$ cat config.mk
export PLATFORM = sky130hd
export DESIGN_NAME = acq_sweep_ctrl_flat
export DESIGN_NICKNAME = d
export VERILOG_FILES = /design/src/rtl/acq_sweep_ctrl_if.sv /design/src/rtl/acq_sweep_ctrl.sv /design/src/flat_wrapper.sv
export SDC_FILE = /design/constraint.sdc
export NUM_CORES = 1
export LEC_CHECK = 0
export CAP_MARGIN = 15
export CORE_MARGIN = 4
export CORE_UTILIZATION = 45
export CTS_CLUSTER_DIAMETER = 120
export DETAILED_ROUTE_END_ITERATION = 12
export PLACE_DENSITY_LB_ADDON = 0.05
export SYNTH_ARGS = -nofsm -noshare
export SYNTH_HDL_FRONTEND = slang
export SYNTH_SLANG_ARGS = --single-unit
export TNS_END_PERCENT = 30
$ cat constraint.sdc
create_clock -name clk -period 2.8 [get_ports clk]
set_input_delay 0.42 -clock clk [delete_from_list [all_inputs] [get_ports clk]]
set_output_delay 0.42 -clock clk [all_outputs]
set_load 0.1 [all_outputs]
$ cat src/rtl/acq_sweep_ctrl_if.sv
// ---------------------------------------------------------------------------
// acq_sweep_ctrl_if
// Bundle between the SPI command decoder / correlator channel side and the
// acquisition sweep controller.
//
//   Command side   : start, abort (1-cycle pulses), dop_center[11:0], threshold[15:0]
//   Correlator in  : corr_valid, corr_power[15:0]
//   Channel config : satset[4:0], dopset[11:0]
//   Status         : busy, done, found, found_prn[4:0], found_dop[11:0], best_power[15:0]
//
// modport master : the environment (decoder + correlator) that drives commands
//                  and power samples and observes configuration/status.
// modport slave  : the sweep controller itself.
// ---------------------------------------------------------------------------
interface acq_sweep_ctrl_if;
    logic        start;
    logic        abort;
    logic [11:0] dop_center;
    logic [15:0] threshold;
    logic        corr_valid;
    logic [15:0] corr_power;
    logic [4:0]  satset;
    logic [11:0] dopset;
    logic        busy;
    logic        done;
    logic        found;
    logic [4:0]  found_prn;
    logic [11:0] found_dop;
    logic [15:0] best_power;

    modport master (
        output start, abort, dop_center, threshold, corr_valid, corr_power,
        input  satset, dopset, busy, done, found, found_prn, found_dop, best_power
    );

    modport slave (
        input  start, abort, dop_center, threshold, corr_valid, corr_power,
        output satset, dopset, busy, done, found, found_prn, found_dop, best_power
    );
endinterface

$ cat src/rtl/acq_sweep_ctrl.sv
// ---------------------------------------------------------------------------
// acq_sweep_ctrl
// Autonomous acquisition sweep for one GPS correlator channel. Steps PRN
// (outer loop) and Doppler bin (inner loop), waits for the channel to settle
// after each retune, tracks the peak correlation power over a dwell window
// and stops at the first bin whose peak reaches the threshold. Otherwise the
// whole PRN x Doppler grid is swept and the strongest bin is reported.
//
// Ports
//   clk    : system clock
//   rst_n  : synchronous reset, active low (sampled on posedge clk)
//   bus    : acq_sweep_ctrl_if.slave
//              start/abort pulses, dop_center, threshold, corr_valid/corr_power in;
//              satset/dopset channel configuration and busy/done/found/found_prn/
//              found_dop/best_power status out (all registered).
// ---------------------------------------------------------------------------
module acq_sweep_ctrl #(
    parameter int SETTLE_CYC = 2047,
    parameter int DWELL_CYC  = 16368,
    parameter int DOP_BINS   = 21,
    parameter int DOP_STEP   = 4,
    parameter int PRN_CNT    = 32
) (
    input logic            clk,
    input logic            rst_n,
    acq_sweep_ctrl_if.slave bus
);

    localparam int CNT_MAX   = (SETTLE_CYC > DWELL_CYC) ? SETTLE_CYC : DWELL_CYC;
    localparam int CNT_W     = $clog2(CNT_MAX + 1);
    localparam int HALF_BINS = (DOP_BINS - 1) / 2;

    localparam logic [CNT_W-1:0] SETTLE_LAST = CNT_W'(SETTLE_CYC - 1);
    localparam logic [CNT_W-1:0] DWELL_LAST  = CNT_W'(DWELL_CYC - 1);
    localparam logic [CNT_W-1:0] CNT_ZERO    = CNT_W'(0);
    localparam logic [CNT_W-1:0] CNT_ONE     = CNT_W'(1);
    localparam logic [7:0]       BIN_LAST    = 8'(DOP_BINS - 1);
    localparam logic [4:0]       PRN_LAST    = 5'(PRN_CNT - 1);

    typedef enum logic [2:0] {
        ST_IDLE   = 3'd0,
        ST_SETTLE = 3'd1,
        ST_DWELL  = 3'd2,
        ST_EVAL   = 3'd3,
        ST_DONE   = 3'd4
    } state_t;

    // Doppler code of bin k: centre plus signed bin offset, wrapping modulo 4096.
    function automatic logic [11:0] bin_dopset(input logic [11:0] center, input logic [7:0] k);
        int offs;
        int sum;
        offs = (int'(k) - HALF_BINS) * DOP_STEP;
        sum  = int'(center) + offs;
        return sum[11:0];
    endfunction

    state_t            state_r, state_nxt_s;
    logic [CNT_W-1:0]  cnt_r, cnt_nxt_s;
    logic [7:0]        k_r, k_nxt_s;
    logic [4:0]        satset_r, satset_nxt_s;
    logic [11:0]       dopset_r, dopset_nxt_s;
    logic [11:0]       center_r, center_nxt_s;
    logic [15:0]       thr_r, thr_nxt_s;
    logic [15:0]       peak_r, peak_nxt_s;
    logic              busy_r, busy_nxt_s;
    logic              done_r, done_nxt_s;
    logic              found_r, found_nxt_s;
    logic [4:0]        fprn_r, fprn_nxt_s;
    logic [11:0]       fdop_r, fdop_nxt_s;
    logic [15:0]       best_r, best_nxt_s;

    logic              settle_end_s;
    logic              dwell_end_s;
    logic              last_bin_s;
    logic              detect_s;
    logic              better_s;
    logic              bin_wrap_s;
    logic [7:0]        adv_k_s;
    logic [4:0]        adv_prn_s;

    assign settle_end_s = (cnt_r == SETTLE_LAST);
    assign dwell_end_s  = (cnt_r == DWELL_LAST);
    assign last_bin_s   = (satset_r == PRN_LAST) && (k_r == BIN_LAST);
    assign detect_s     = (peak_r >= thr_r);
    assign better_s     = (peak_r > best_r);
    assign bin_wrap_s   = (k_r == BIN_LAST);
    assign adv_k_s      = bin_wrap_s ? 8'd0 : (k_r + 8'd1);
    assign adv_prn_s    = bin_wrap_s ? (satset_r + 5'd1) : satset_r;

    // State register.
    always_ff @(posedge clk) begin
        if (!rst_n) begin
            state_r <= ST_IDLE;
        end else begin
            state_r <= state_nxt_s;
        end
    end

    // Next-state logic; abort takes priority in every active state.
    always_comb begin
        state_nxt_s = state_r;
        case (state_r)
            ST_IDLE: begin
                if (bus.start && !bus.abort) begin
                    state_nxt_s = ST_SETTLE;
                end else begin
                    state_nxt_s = ST_IDLE;
                end
            end
            ST_SETTLE: begin
                if (bus.abort) begin
                    state_nxt_s = ST_IDLE;
                end else if (settle_end_s) begin
                    state_nxt_s = ST_DWELL;
                end else begin
                    state_nxt_s = ST_SETTLE;
                end
            end
            ST_DWELL: begin
                if (bus.abort) begin
                    state_nxt_s = ST_IDLE;
                end else if (dwell_end_s) begin
                    state_nxt_s = ST_EVAL;
                end else begin
                    state_nxt_s = ST_DWELL;
                end
            end
            ST_EVAL: begin
                if (bus.abort) begin
                    state_nxt_s = ST_IDLE;
                end else if (detect_s || last_bin_s) begin
                    state_nxt_s = ST_DONE;
                end else begin
                    state_nxt_s = ST_SETTLE;
                end
            end
            ST_DONE: begin
                state_nxt_s = ST_IDLE;
            end
            default: begin
                state_nxt_s = ST_IDLE;
            end
        endcase
    end

    // Output / datapath next values; everything holds unless the state says otherwise.
    always_comb begin
        cnt_nxt_s    = cnt_r;
        k_nxt_s      = k_r;
        satset_nxt_s = satset_r;
        dopset_nxt_s = dopset_r;
        center_nxt_s = center_r;
        thr_nxt_s    = thr_r;
        peak_nxt_s   = peak_r;
        busy_nxt_s   = busy_r;
        done_nxt_s   = 1'b0;
        found_nxt_s  = found_r;
        fprn_nxt_s   = fprn_r;
        fdop_nxt_s   = fdop_r;
        best_nxt_s   = best_r;

        case (state_r)
            ST_IDLE: begin
                if (state_nxt_s == ST_SETTLE) begin
                    // Sweep launch: centre and threshold are captured only here.
                    cnt_nxt_s    = CNT_ZERO;
                    k_nxt_s      = 8'd0;
                    satset_nxt_s = 5'd0;
                    dopset_nxt_s = bin_dopset(bus.dop_center, 8'd0);
                    center_nxt_s = bus.dop_center;
                    thr_nxt_s    = bus.threshold;
                    peak_nxt_s   = 16'd0;
                    busy_nxt_s   = 1'b1;
                    found_nxt_s  = 1'b0;
                    fprn_nxt_s   = 5'd0;
                    fdop_nxt_s   = 12'd0;
                    best_nxt_s   = 16'd0;
                end else begin
                    busy_nxt_s   = 1'b0;
                end
            end
            ST_SETTLE: begin
                if (state_nxt_s == ST_SETTLE) begin
                    cnt_nxt_s  = cnt_r + CNT_ONE;
                end else begin
                    // Leaving SETTLE either enters DWELL (fresh peak) or aborts.
                    cnt_nxt_s  = CNT_ZERO;
                    peak_nxt_s = 16'd0;
                    busy_nxt_s = (state_nxt_s == ST_DWELL);
                end
            end
            ST_DWELL: begin
                // The final dwell cycle still contributes a sample.
                if (bus.corr_valid && (bus.corr_power > peak_r)) begin
                    peak_nxt_s = bus.corr_power;
                end else begin
                    peak_nxt_s = peak_r;
                end
                if (state_nxt_s == ST_DWELL) begin
                    cnt_nxt_s  = cnt_r + CNT_ONE;
                end else begin
                    cnt_nxt_s  = CNT_ZERO;
                    busy_nxt_s = (state_nxt_s == ST_EVAL);
                end
            end
            ST_EVAL: begin
                if (bus.abort) begin
                    busy_nxt_s = 1'b0;
                end else begin
                    // A detecting bin is always reported, even when it ties the best.
                    if (detect_s || better_s) begin
                        best_nxt_s = peak_r;
                        fprn_nxt_s = satset_r;
                        fdop_nxt_s = dopset_r;
                    end else begin
                        best_nxt_s = best_r;
                    end
                    if (detect_s) begin
                        found_nxt_s = 1'b1;
                    end else begin
                        found_nxt_s = found_r;
                    end
                    if (state_nxt_s == ST_DONE) begin
                        busy_nxt_s = 1'b0;
                        done_nxt_s = 1'b1;
                    end else begin
                        k_nxt_s      = adv_k_s;
                        satset_nxt_s = adv_prn_s;
                        dopset_nxt_s = bin_dopset(center_r, adv_k_s);
                    end
                end
            end
            ST_DONE: begin
                busy_nxt_s = 1'b0;
            end
            default: begin
                busy_nxt_s = 1'b0;
            end
        endcase
    end

    // Datapath and status registers.
    always_ff @(posedge clk) begin
        if (!rst_n) begin
            cnt_r    <= CNT_ZERO;
            k_r      <= 8'd0;
            satset_r <= 5'd0;
            dopset_r <= 12'd0;
            center_r <= 12'd0;
            thr_r    <= 16'd0;
            peak_r   <= 16'd0;
            busy_r   <= 1'b0;
            done_r   <= 1'b0;
            found_r  <= 1'b0;
            fprn_r   <= 5'd0;
            fdop_r   <= 12'd0;
            best_r   <= 16'd0;
        end else begin
            cnt_r    <= cnt_nxt_s;
            k_r      <= k_nxt_s;
            satset_r <= satset_nxt_s;
            dopset_r <= dopset_nxt_s;
            center_r <= center_nxt_s;
            thr_r    <= thr_nxt_s;
            peak_r   <= peak_nxt_s;
            busy_r   <= busy_nxt_s;
            done_r   <= done_nxt_s;
            found_r  <= found_nxt_s;
            fprn_r   <= fprn_nxt_s;
            fdop_r   <= fdop_nxt_s;
            best_r   <= best_nxt_s;
        end
    end

    assign bus.satset     = satset_r;
    assign bus.dopset     = dopset_r;
    assign bus.busy       = busy_r;
    assign bus.done       = done_r;
    assign bus.found      = found_r;
    assign bus.found_prn  = fprn_r;
    assign bus.found_dop  = fdop_r;
    assign bus.best_power = best_r;

endmodule

$ cat src/flat_wrapper.sv
// flat-port wrapper written by rule: the top's interface ports become plain ports
module acq_sweep_ctrl_flat 
#(
    parameter int SETTLE_CYC = 2047,
    parameter int DWELL_CYC  = 16368,
    parameter int DOP_BINS   = 21,
    parameter int DOP_STEP   = 4,
    parameter int PRN_CNT    = 32
)
  (clk, rst_n, bus_start, bus_abort, bus_dop_center, bus_threshold, bus_corr_valid, bus_corr_power, bus_satset, bus_dopset, bus_busy, bus_done, bus_found, bus_found_prn, bus_found_dop, bus_best_power);
  acq_sweep_ctrl_if bus_i ();
  input logic clk;
  input logic rst_n;
  input wire logic [$bits(bus_i.start)-1:0] bus_start;
  input wire logic [$bits(bus_i.abort)-1:0] bus_abort;
  input wire logic [$bits(bus_i.dop_center)-1:0] bus_dop_center;
  input wire logic [$bits(bus_i.threshold)-1:0] bus_threshold;
  input wire logic [$bits(bus_i.corr_valid)-1:0] bus_corr_valid;
  input wire logic [$bits(bus_i.corr_power)-1:0] bus_corr_power;
  output wire logic [$bits(bus_i.satset)-1:0] bus_satset;
  output wire logic [$bits(bus_i.dopset)-1:0] bus_dopset;
  output wire logic [$bits(bus_i.busy)-1:0] bus_busy;
  output wire logic [$bits(bus_i.done)-1:0] bus_done;
  output wire logic [$bits(bus_i.found)-1:0] bus_found;
  output wire logic [$bits(bus_i.found_prn)-1:0] bus_found_prn;
  output wire logic [$bits(bus_i.found_dop)-1:0] bus_found_dop;
  output wire logic [$bits(bus_i.best_power)-1:0] bus_best_power;
  assign bus_i.start = bus_start;
  assign bus_i.abort = bus_abort;
  assign bus_i.dop_center = bus_dop_center;
  assign bus_i.threshold = bus_threshold;
  assign bus_i.corr_valid = bus_corr_valid;
  assign bus_i.corr_power = bus_corr_power;
  assign bus_satset = bus_i.satset;
  assign bus_dopset = bus_i.dopset;
  assign bus_busy = bus_i.busy;
  assign bus_done = bus_i.done;
  assign bus_found = bus_i.found;
  assign bus_found_prn = bus_i.found_prn;
  assign bus_found_dop = bus_i.found_dop;
  assign bus_best_power = bus_i.best_power;
  acq_sweep_ctrl #(.SETTLE_CYC(SETTLE_CYC), .DWELL_CYC(DWELL_CYC), .DOP_BINS(DOP_BINS), .DOP_STEP(DOP_STEP), .PRN_CNT(PRN_CNT)) u_core (.clk(clk), .rst_n(rst_n), .bus(bus_i));
endmodule
==> results_dict.tcl, run 1 <==
set metrics [dict create \
    status "finished, violations left" \
    violations "setup timing" \
    pwr-share-comb 0.136 \
    grt_pass1_wl_mm 33.0 \
    p_sw_frac 0.257 \
    synthesis.area_sq_um 7060 \
    synthCells 867 \
    register_area_sq_um 2460 \
    dp_worst_setup_slack_ns -0.278 \
    tightest_slew_ns 0.677 \
    grt_max_degree 42 \
    placed_area_sq_um 8560 \
    drv_cap 0 \
    start_util 0.461 \
    final-setup-viol-count 3 \
    crit_path_top_delay_cell "or3_4" \
    timing.final.ws_setup_ns -0.0899 \
    clockPowerShare 0.462 \
    diodes 0 \
    nets 1125 \
    cts_buffer_depth 2 \
    cpLargestDelayFamily "simple AND/OR/NAND/NOR gates" \
    final_area_sq_um 9400 \
    cpPeakStageDelay_ns 0.37 \
    grt_overflow 0 \
    synth-seq-area-share 0.346 \
    worst-path-buf-inv 3 \
    crit_type "reg -> reg" \
    hpwl_mm 14.8 \
    cts_max_level 4 \
    final_util 0.614 \
    core_sq_um 15300 \
    place_congestion 0.898 \
    required_ns 3.10 \
    cts_sinks 122 \
    min_period_ns 2.89 \
    fp.dieW_um 133 \
    rsz0062_at_grt "true" \
    cts_tree "built" \
    worstPathMaxFanout 4 \
    cp_cell_sequence "inv_2 > ha_4 > nor2b_2 > o21ai_0 > a211oi_1 > nand2_1 > xor2_1 > ha_2 > buf_4 > nor2_1 > or3_4 > buf_6 > xnor2_2 > a21oi_2 > a21oi_1" \
    wl_mm 20.2 \
    clockRootBuffer "clkbuf_16" \
    syn_area_per_cell_sq_um 8.15 \
    synth_edf_count 0 \
    report.final.slew_viol_count 0 \
    num_vias 6711 \
    io_pins 102 \
    grt_pass1_vias 6596 \
    final_common_cell "nand2_1" \
    drcViolationCount 0 \
    layout_common_cells "nand2_1 (127), buf_4 (113), dfxtp_1 (108)" \
    post_drt_wl_per_cell_um 16.4 \
    power.share.sequential 0.402 \
    postCtsHoldBufs 0 \
    cp.arrival_ns 3.19 \
    layout-drive-gt1-share 0.214 \
    synth_flop_cell "dfxtp_1" \
    intPower_uw 3320 \
    timing.slew.headroom 0.545 \
    syn_nets 982 \
    period_share 1.03 \
    p_leak_uw 0.00372 \
    drt_first_pass_iters 5 \
    die_h_um 133 \
    pwr_density_cell_nw_per_um2 476 \
    drt_iter0_markers 346 \
    max_clock_freq_mhz 346 \
    async_reset_ff_frac 0 \
    nFillCells 1340 \
    ys_ff_latch 122 \
    hold_path.class "in -> reg" \
    ys_warn_count 0 \
    vias_per_cell 5.45 \
    vdd_ir_drop_max_v 0.000457 \
    groute.usage.overall 0.228 \
    fin_worst_skew_ns 0.00841 \
    place.port_buffers 101 \
    rows 45 \
    path_clk_slew_ns 0.06 \
    cts_made_buffers 17 \
    power_switching_uw 1150 \
    hold_viol_final 0 \
    ys_types 63 \
    antenna_left 0 \
    cp-end-kind "register" \
    antenna_found_initial 0 \
    finalPower_uw 4470 \
    die_area_sq_um 17800 \
    crit_path_start_kind "register" \
    area_growth_pct 33.1 \
    hold_ws_ns 0.391 \
    worst_skew_pair.late_latency_ns 0.42 \
    multi_input_area_sq_um 4420 \
]
## layout make-up
| cell class | count | share of cell area |
|---|---|---|
| inverters | 63 | 0.0252 |
| flip-flops and latches | 122 | 0.262 |
| repair buffers | 169 | 0.155 |
| multi-input cells | 637 | 0.471 |
| clock buffers | 22 | 0.0515 |
| clock inverters | 8 | 0.00745 |
| well taps | 211 | 0.0281 |
## registers in the layout (all words and copies together), names as in the netlist, 8 cells and up
name and count:
u_core.bus.best_power 16, u_core.bus.dopset 12, u_core.bus.found_dop 12, u_core.center_r 12
u_core.cnt_r 14, u_core.k_r 8, u_core.peak_r 16, u_core.thr_r 16
## routing by layer
| layer | wire length [um] | up-vias | GRT usage |
|---|---|---|---|
| li1 | - | 3355 | - |
| met1 | 9380 | 3188 | 0.293 |
| met2 | 9520 | 132 | 0.381 |
| met3 | 763 | 36 | 0.0434 |
| met4 | 525 | 0 | 0.0829 |
| met5 | 0 | - | 0 |
## per-stage QoR
step	std cells	TNS [ns]
6_report	1232	-0.183
5_1_grt	1232	-0.593
4_1_cts	1233	-0.288
3_5_place_dp	1191	-2.82
3_3_place_gp	1191	-1.81
2_1_floorplan	867	-0.0225
## timing repair
| action | in CTS | in global routing |
|---|---|---|
| gates resized for setup | 35 | 17 |
| setup endpoints to repair | 19 | 16 |
| pin swaps | 26 | 21 |
| buffers inserted | 12 | 0 |
## power groups by stage
stage / combinational [uW] / clock [uW] / sequential, uW
3_5_place_dp: 556 / 0 / 1830
5_1_grt: 657 / 2180 / 1800
2_1_floorplan: 262 / 0 / 1910
3_3_place_gp: 548 / 0 / 1830
4_1_cts: 597 / 2100 / 1800
6_report: 609 / 2060 / 1800
## path summary, 6_finish.rpt
kind | startpoint | to | slack (ns) | cells past startpoint
worst max-delay path | u_core.k_r[1] | u_core.bus.dopset[9] | -0.09 | 15
worst min-delay path | rst_n | u_core.k_r[2] | 0.39 | 2
worst max register to register | u_core.k_r[1] | u_core.bus.dopset[9] | -0.09 | 15
worst min register to register | u_core.thr_r[13] | u_core.thr_r[13] | 0.46 | 2
## logic make-up after synthesis
| group | count (synthesis) | synth area share |
|---|---|---|
| adder cells (fa/ha/maj) | 66 | 0.118 |
| AND/OR/NAND/NOR | 314 | 0.209 |
| flip-flops | 122 | 0.346 |
| AO/OA/AOI/OAI | 199 | 0.188 |
| buffers and inverters | 108 | 0.0609 |
| multiplexers | 36 | 0.0510 |
| XOR/XNOR | 22 | 0.0273 |
## synth_stat cells, drive strengths merged, types with 2 or more instances
master | number | area share
a21oi | 83 | 0.060
ha | 65 | 0.12
o21bai | 3 | 0.0032
and2 | 4 | 0.0035
nor3 | 13 | 0.0092
nand2 | 128 | 0.068
or4 | 2 | 0.0021
a31oi | 7 | 0.0062
a311oi | 4 | 0.0050
nand4 | 16 | 0.014
nand3 | 49 | 0.035
o31a | 3 | 0.0051
a22o | 16 | 0.020
or3 | 10 | 0.0089
nor2b | 8 | 0.0071
and3 | 4 | 0.0035
a211o | 2 | 0.0025
mux2i | 36 | 0.051
nand2b | 4 | 0.0046
nor2 | 54 | 0.029
xnor2 | 11 | 0.014
o21a | 8 | 0.0085
a21o | 8 | 0.0085
nor4 | 5 | 0.0044
o31ai | 3 | 0.0051
a2111oi | 4 | 0.0076
dfxtp | 122 | 0.35
o41ai | 4 | 0.0076
clkbuf | 32 | 0.017
a211oi | 8 | 0.0085
o21ai | 34 | 0.024
a21boi | 2 | 0.0021
or2 | 5 | 0.0044
nand4b | 6 | 0.0074
xor2 | 11 | 0.014
inv | 62 | 0.033
buf | 13 | 0.010
o221ai | 2 | 0.0025
No activity file was read; power rests on OpenSTA's default activity.
==> run 2: changes to the inputs <==
==> constraint.sdc (replaced) <==
create_clock -name clk -period 2.8 [get_ports clk]
set_input_delay 0.28 -clock clk [delete_from_list [all_inputs] [get_ports clk]]
set_output_delay 0.28 -clock clk [all_outputs]
set_load 0.1 [all_outputs]
==> run 2 against run 1 <==
  * Critical path type unchanged
  * Worst hold slack worse by 0.067 ns
  * Global-route usage down 0.37 points
  * First-iteration DRC count down 30%
  * Wire length down 0.22%
  * Register-to-register slack worse by 0.08 ns
  * The flow still finishes with violations (setup timing)
  * Die area unchanged
  * Sequential share of layout area down 0.20 points
  * Worst setup slack worse by 0.082 ns
  * Flip-flop and latch count unchanged
==> results_dict.tcl, run 2 (same netlist as run 1, synthesis figures left out) <==
set metrics [dict create \
    holdPathStages 3 \
    cts_max_level 4 \
    crit_start "u_core.k_r[1]" \
    timing.rr.start "u_core.k_r[1]" \
    reg2reg_slack_ns -0.17 \
    start_util 0.461 \
    place.port_buffers 101 \
    max_clock_freq_mhz 336 \
    worst_skew_pair.late_latency_ns 0.42 \
    io_pins 102 \
    required_ns 3.14 \
    area_growth_pct 34.3 \
    hold_ws_ns 0.324 \
    wl_mm 20.1 \
    cts_sinks 122 \
    crit_type "reg -> reg" \
    ff2ff_path_depth 13 \
    cp-end-kind "register" \
    period_share 1.06 \
    die_area_sq_um 17800 \
    rows 45 \
    placed_area_sq_um 8540 \
    power_switching_uw 1150 \
    pwr-share-comb 0.127 \
    drt_first_pass_iters 5 \
    worstPathMaxFanout 4 \
    power.share.sequential 0.383 \
    hold_path.class "in -> reg" \
    final-setup-viol-count 9 \
    violations "setup timing" \
    die_h_um 133 \
    grt_overflow 0 \
    grt_pass1_vias 6494 \
    post_drt_wl_per_cell_um 16.3 \
    report.final.slew_viol_count 0 \
    rsz0062_at_grt "true" \
    antenna_found_initial 0 \
    vdd_ir_drop_max_v 0.000469 \
    diodes 0 \
    path_clk_slew_ns 0.05 \
    p_sw_frac 0.246 \
    fin_worst_skew_ns 0.00945 \
    grt_max_degree 62 \
    layout-drive-gt1-share 0.214 \
    drcViolationCount 0 \
    hold_viol_final 0 \
    hp-start "rst_n" \
    hpwl_mm 14.7 \
    fp.dieW_um 133 \
    vias_per_cell 5.42 \
    cts_tree "built" \
    timing.slew.headroom 0.513 \
    cp.arrival_ns 3.31 \
    status "finished, violations left" \
    groute.usage.overall 0.224 \
    timing.final.ws_setup_ns -0.172 \
    drv_cap 0 \
    min_period_ns 2.97 \
    r2r_end "u_core.bus.dopset[11]" \
    antenna_left 0 \
    pwr_density_cell_nw_per_um2 494 \
    place_congestion 0.948 \
    final_common_cell "nand2_1" \
    final_area_sq_um 9480 \
    grt_pass1_wl_mm 32.2 \
    min_to "u_core.bus.best_power[5]" \
    crit_path_start_kind "register" \
    clockPowerShare 0.489 \
    cts_made_buffers 17 \
    layout_common_cells "nand2_1 (128), buf_4 (117), dfxtp_1 (108)" \
    clockRootBuffer "clkbuf_16" \
    num_vias 6705 \
    fin_setup_tns_ns -0.631 \
    drt_iter0_markers 242 \
    intPower_uw 3530 \
    core_sq_um 15300 \
    nets 1127 \
    tightest_slew_ns 0.731 \
    cts_buffer_depth 2 \
    p_leak_uw 0.00376 \
]
-- run 2: cell types whose count changed in the layout (fill, tap and decap cells not counted), moves of 2 or more --
cell        before  now
buf_4          113  117
bufinv_16        1    3
clkbuf_1         1    4
clkinvlp_4       2    0
o21ai_0         31   29
o21ai_1          0    2
-- run 2: repair_timing --
action / in CTS / in global routing
setup buffers: 6 / 7
pin swaps: 13 / 23
hold buffers: 0 / 0
resized for setup: 18 / 36
endpoints found under the setup margin: 9 / 42
-- run 2: area by class of cell --
class,instances,area [sq um]
fill,1357,5830
multi-input combinational,637,4440
sequential,122,2460
timing repair buffer,171,1460
clock buffer,25,507
tap,211,264
inverter,63,236
clock inverter,7,110
-- run 2: power groups by stage --
stage                     logic (uW)  clock network, uW  registers [uW]
after detailed placement         554                  0            1830
after global placement           545                  0            1830
final                            596               2290            1800
after global routing             642               2420            1800
after CTS                        564               2330            1800
after floorplan                  262                  0            1910
-- run 2: worst max-delay path, cell delays in order (launching register included) --
cell,delay [ns]
dfxtp_4,0.36
inv_2,0.04
ha_4,0.25
or3_4,0.39
a32oi_2,0.24
xnor2_1,0.11
ha_1,0.33
inv_2,0.09
nor2_4,0.05
a2111oi_4,0.27
or3_1,0.18
o21ai_1,0.08
or4_1,0.40
o211ai_1,0.10
-- run 2: how the worst max path moves through the flow --
stage / to / slack (ns) / cells past startpoint
2_1_floorplan: u_core.bus.dopset[10] / -0.01 / 12
3_3_place_gp: u_core.bus.dopset[11] / -0.14 / 13
3_5_place_dp: u_core.bus.dopset[10] / -0.24 / 12
4_1_cts: u_core.bus.dopset[11] / -0.13 / 13
5_1_grt: u_core.bus.dopset[10] / -0.30 / 13
6_report: u_core.bus.dopset[11] / -0.17 / 13
-- run 2: per-layer routing --
metal  part of all wire  global-route usage  up-vias
met5                  0                   0        -
met4              0.023              0.0766        0
met3              0.047              0.0650       30
li1                   -                   -     3352
met1               0.45               0.283     3172
met2               0.48               0.367      151
-- run 2: stage by stage --
step	power [uW]	utilization	setup slack, ns	std cells
floorplan	2170	-	-0.0147	867
global placement	2380	0.558	-0.139	1191
detailed placement	2390	0.558	-0.241	1191
CTS	4690	0.604	-0.132	1229
global route	4860	0.619	-0.299	1236
finish	4680	0.619	-0.172	1236
==> run 3: changes to the inputs <==
- CORE_UTILIZATION: 45 -> 50
==> run 3 against run 2 <==
  * The flow still finishes with violations (setup timing)
  * Die area is 9.4% lower
  * Critical endpoint is now u_core.bus.dopset[9]
  * Largest power group unchanged
  * Core utilization rose by 6.0 points
  * Count of clock-buffer cells in the layout is 4 lower
==> results_dict.tcl, run 3 (same netlist as run 1, synthesis figures left out) <==
set metrics [dict create \
    required_ns 3.10 \
    violations "setup timing" \
    fin_worst_skew_ns 0.00570 \
    drt_first_pass_iters 5 \
    reg2reg_slack_ns -0.14 \
    grt_max_degree 85 \
    cts_buffer_depth 2 \
    hold_path.class "in -> reg" \
    cp.arrival_ns 3.25 \
    worst_skew_pair.late_latency_ns 0.41 \
    cts_sinks 122 \
    cpPeakStageDelay_ns 0.37 \
    grt_pass1_vias 6626 \
    nets 1120 \
    cp_cell_sequence "inv_2 > ha_4 > or3_4 > a31oi_1 > nand2_1 > xor2_1 > ha_1 > buf_4 > nor2_1 > or3_4 > buf_4 > xnor2_1 > a21oi_1 > a21oi_1" \
    io_pins 102 \
    path_clk_slew_ns 0.06 \
    hp-start "bus_threshold[10]" \
    grt_pass1_wl_mm 32.3 \
    use_met1 0.308 \
    drv_cap 0 \
    nFillCells 1161 \
    rsz0062_at_grt "true" \
    crit_path_start_kind "register" \
    drt_iter0_markers 331 \
    crit_path_top_delay_cell "or3_4" \
    layout-drive-gt1-share 0.213 \
    hold_viol_final 0 \
    p_leak_uw 0.00374 \
    report.final.slew_viol_count 0 \
    vias_per_cell 5.61 \
    cp-end-kind "register" \
    wl_mm 19.9 \
    die_h_um 127 \
    cts_tree "built" \
    max_clock_freq_mhz 340 \
    clockRootBuffer "clkbuf_16" \
    vdd_ir_drop_max_v 0.000390 \
    tightest_slew_ns 0.875 \
    timing.slew.headroom 0.417 \
    use_met3 0.0526 \
    layout_common_cells "nand2_1 (128), buf_4 (108), dfxtp_1 (107)" \
    finalPower_uw 4740 \
    post_drt_wl_per_cell_um 16.6 \
    antenna_found_initial 0 \
    core_sq_um 13900 \
    grt_util_met2 0.430 \
    final_common_cell "nand2_1" \
    min_to "u_core.thr_r[10]" \
    timing.final.ws_setup_ns -0.144 \
    r2r_end "u_core.bus.dopset[9]" \
    min_period_ns 2.94 \
    start_util 0.509 \
    grt.busiest_layer "met2" \
    timing.rr.start "u_core.k_r[0]" \
    final_util 0.679 \
    postCtsHoldBufs 0 \
    num_vias 6718 \
    area_growth_pct 33.5 \
    cpLargestDelayFamily "simple AND/OR/NAND/NOR gates" \
    die_area_sq_um 16100 \
    final-setup-viol-count 3 \
    place.port_buffers 101 \
    status "finished, violations left" \
    fp.dieW_um 127 \
    drcViolationCount 0 \
    place_congestion 0.898 \
    dp.cells 1158 \
    stdcell_count 1198 \
    worstPathMaxFanout 4 \
    pwr_density_cell_nw_per_um2 503 \
    cts_max_level 4 \
    groute.usage.overall 0.247 \
    rows 43 \
    crit_type "reg -> reg" \
    hpwl_mm 14.1 \
    holdPathStages 3 \
    antenna_left 0 \
    diodes 0 \
    cts_made_buffers 17 \
    grt_overflow 0 \
    ff2ff_path_depth 14 \
    worst-path-buf-inv 3 \
    period_share 1.05 \
]
run 3: changes by cell type in the layout (fill, tap and decap cells not counted), moves of 2 or more:
cell | previous run | this run
buf_4 | 117 | 108
clkbuf_1 | 4 | 2
dfxtp_2 | 12 | 14
clkinv_4 | 0 | 3
ha_1 | 58 | 60
ha_2 | 5 | 3
buf_6 | 2 | 0
buf_12 | 4 | 8
run 3: tightest hold or removal path, delay by kind of cell:
family / cells / cell delay (ns)
compound gates: 1 / 0.05
simple gates: 1 / 0.06
buf+inv: 1 / 0.40
run 3: timing repair:
item / 4_1_cts / 5_1_grt
pin swaps: 11 / 28
gates resized for setup: 11 / 38
buffers inserted: 4 / 4
setup endpoints to repair: 3 / 17
run 3: per-stage QoR:
step	hold slack (ns)	setup slack (ns)	TNS [ns]	cell area, sq um
4_1_cts	0.396	-0.173	-0.411	9220
2_1_floorplan	0.413	-0.0147	-0.0225	7110
5_1_grt	0.410	-0.341	-0.894	9430
6_report	0.416	-0.144	-0.388	9430
3_3_place_gp	0.442	-0.125	-0.250	8540
3_5_place_dp	0.448	-0.184	-0.353	8540
run 3: layer usage:
layer | vias to the layer above | share of wire
li1 | 3344 | -
met1 | 3208 | 0.44
met2 | 143 | 0.50
met3 | 23 | 0.040
met4 | 0 | 0.014
met5 | - | 0
run 3: final cells by class:
| type | count | area [sq um] | area share |
|---|---|---|---|
| Clock buffer | 21 | 460 | 0.0488 |
| Clock inverter | 11 | 169 | 0.0179 |
| Inverter | 63 | 236 | 0.0251 |
| Multi-Input combinational cell | 637 | 4430 | 0.470 |
| Sequential cell | 122 | 2460 | 0.261 |
| Tap cell | 180 | 225 | 0.0239 |
| Timing Repair Buffer | 164 | 1450 | 0.153 |
run 3: worst max path at each step:
stage	to	slack [ns]	from	cells past startpoint
finish	u_core.bus.dopset[9]	-0.14	u_core.k_r[0]	14
global route	u_core.bus.dopset[11]	-0.34	u_core.k_r[7]	13
CTS	u_core.bus.dopset[11]	-0.17	u_core.k_r[6]	12
detailed placement	u_core.bus.dopset[11]	-0.18	u_core.k_r[0]	13
global placement	u_core.bus.dopset[10]	-0.13	u_core.k_r[7]	12
floorplan	u_core.bus.dopset[10]	-0.01	u_core.k_r[7]	12
run 3: power by group:
group / leakage (uW) / total (uW) / switching [uW] / internal (uW)
registers: 0.000996 / 1800 / 29.3 / 1770
clock network: 0.000307 / 2350 / 818 / 1540
logic: 0.00243 / 592 / 347 / 245
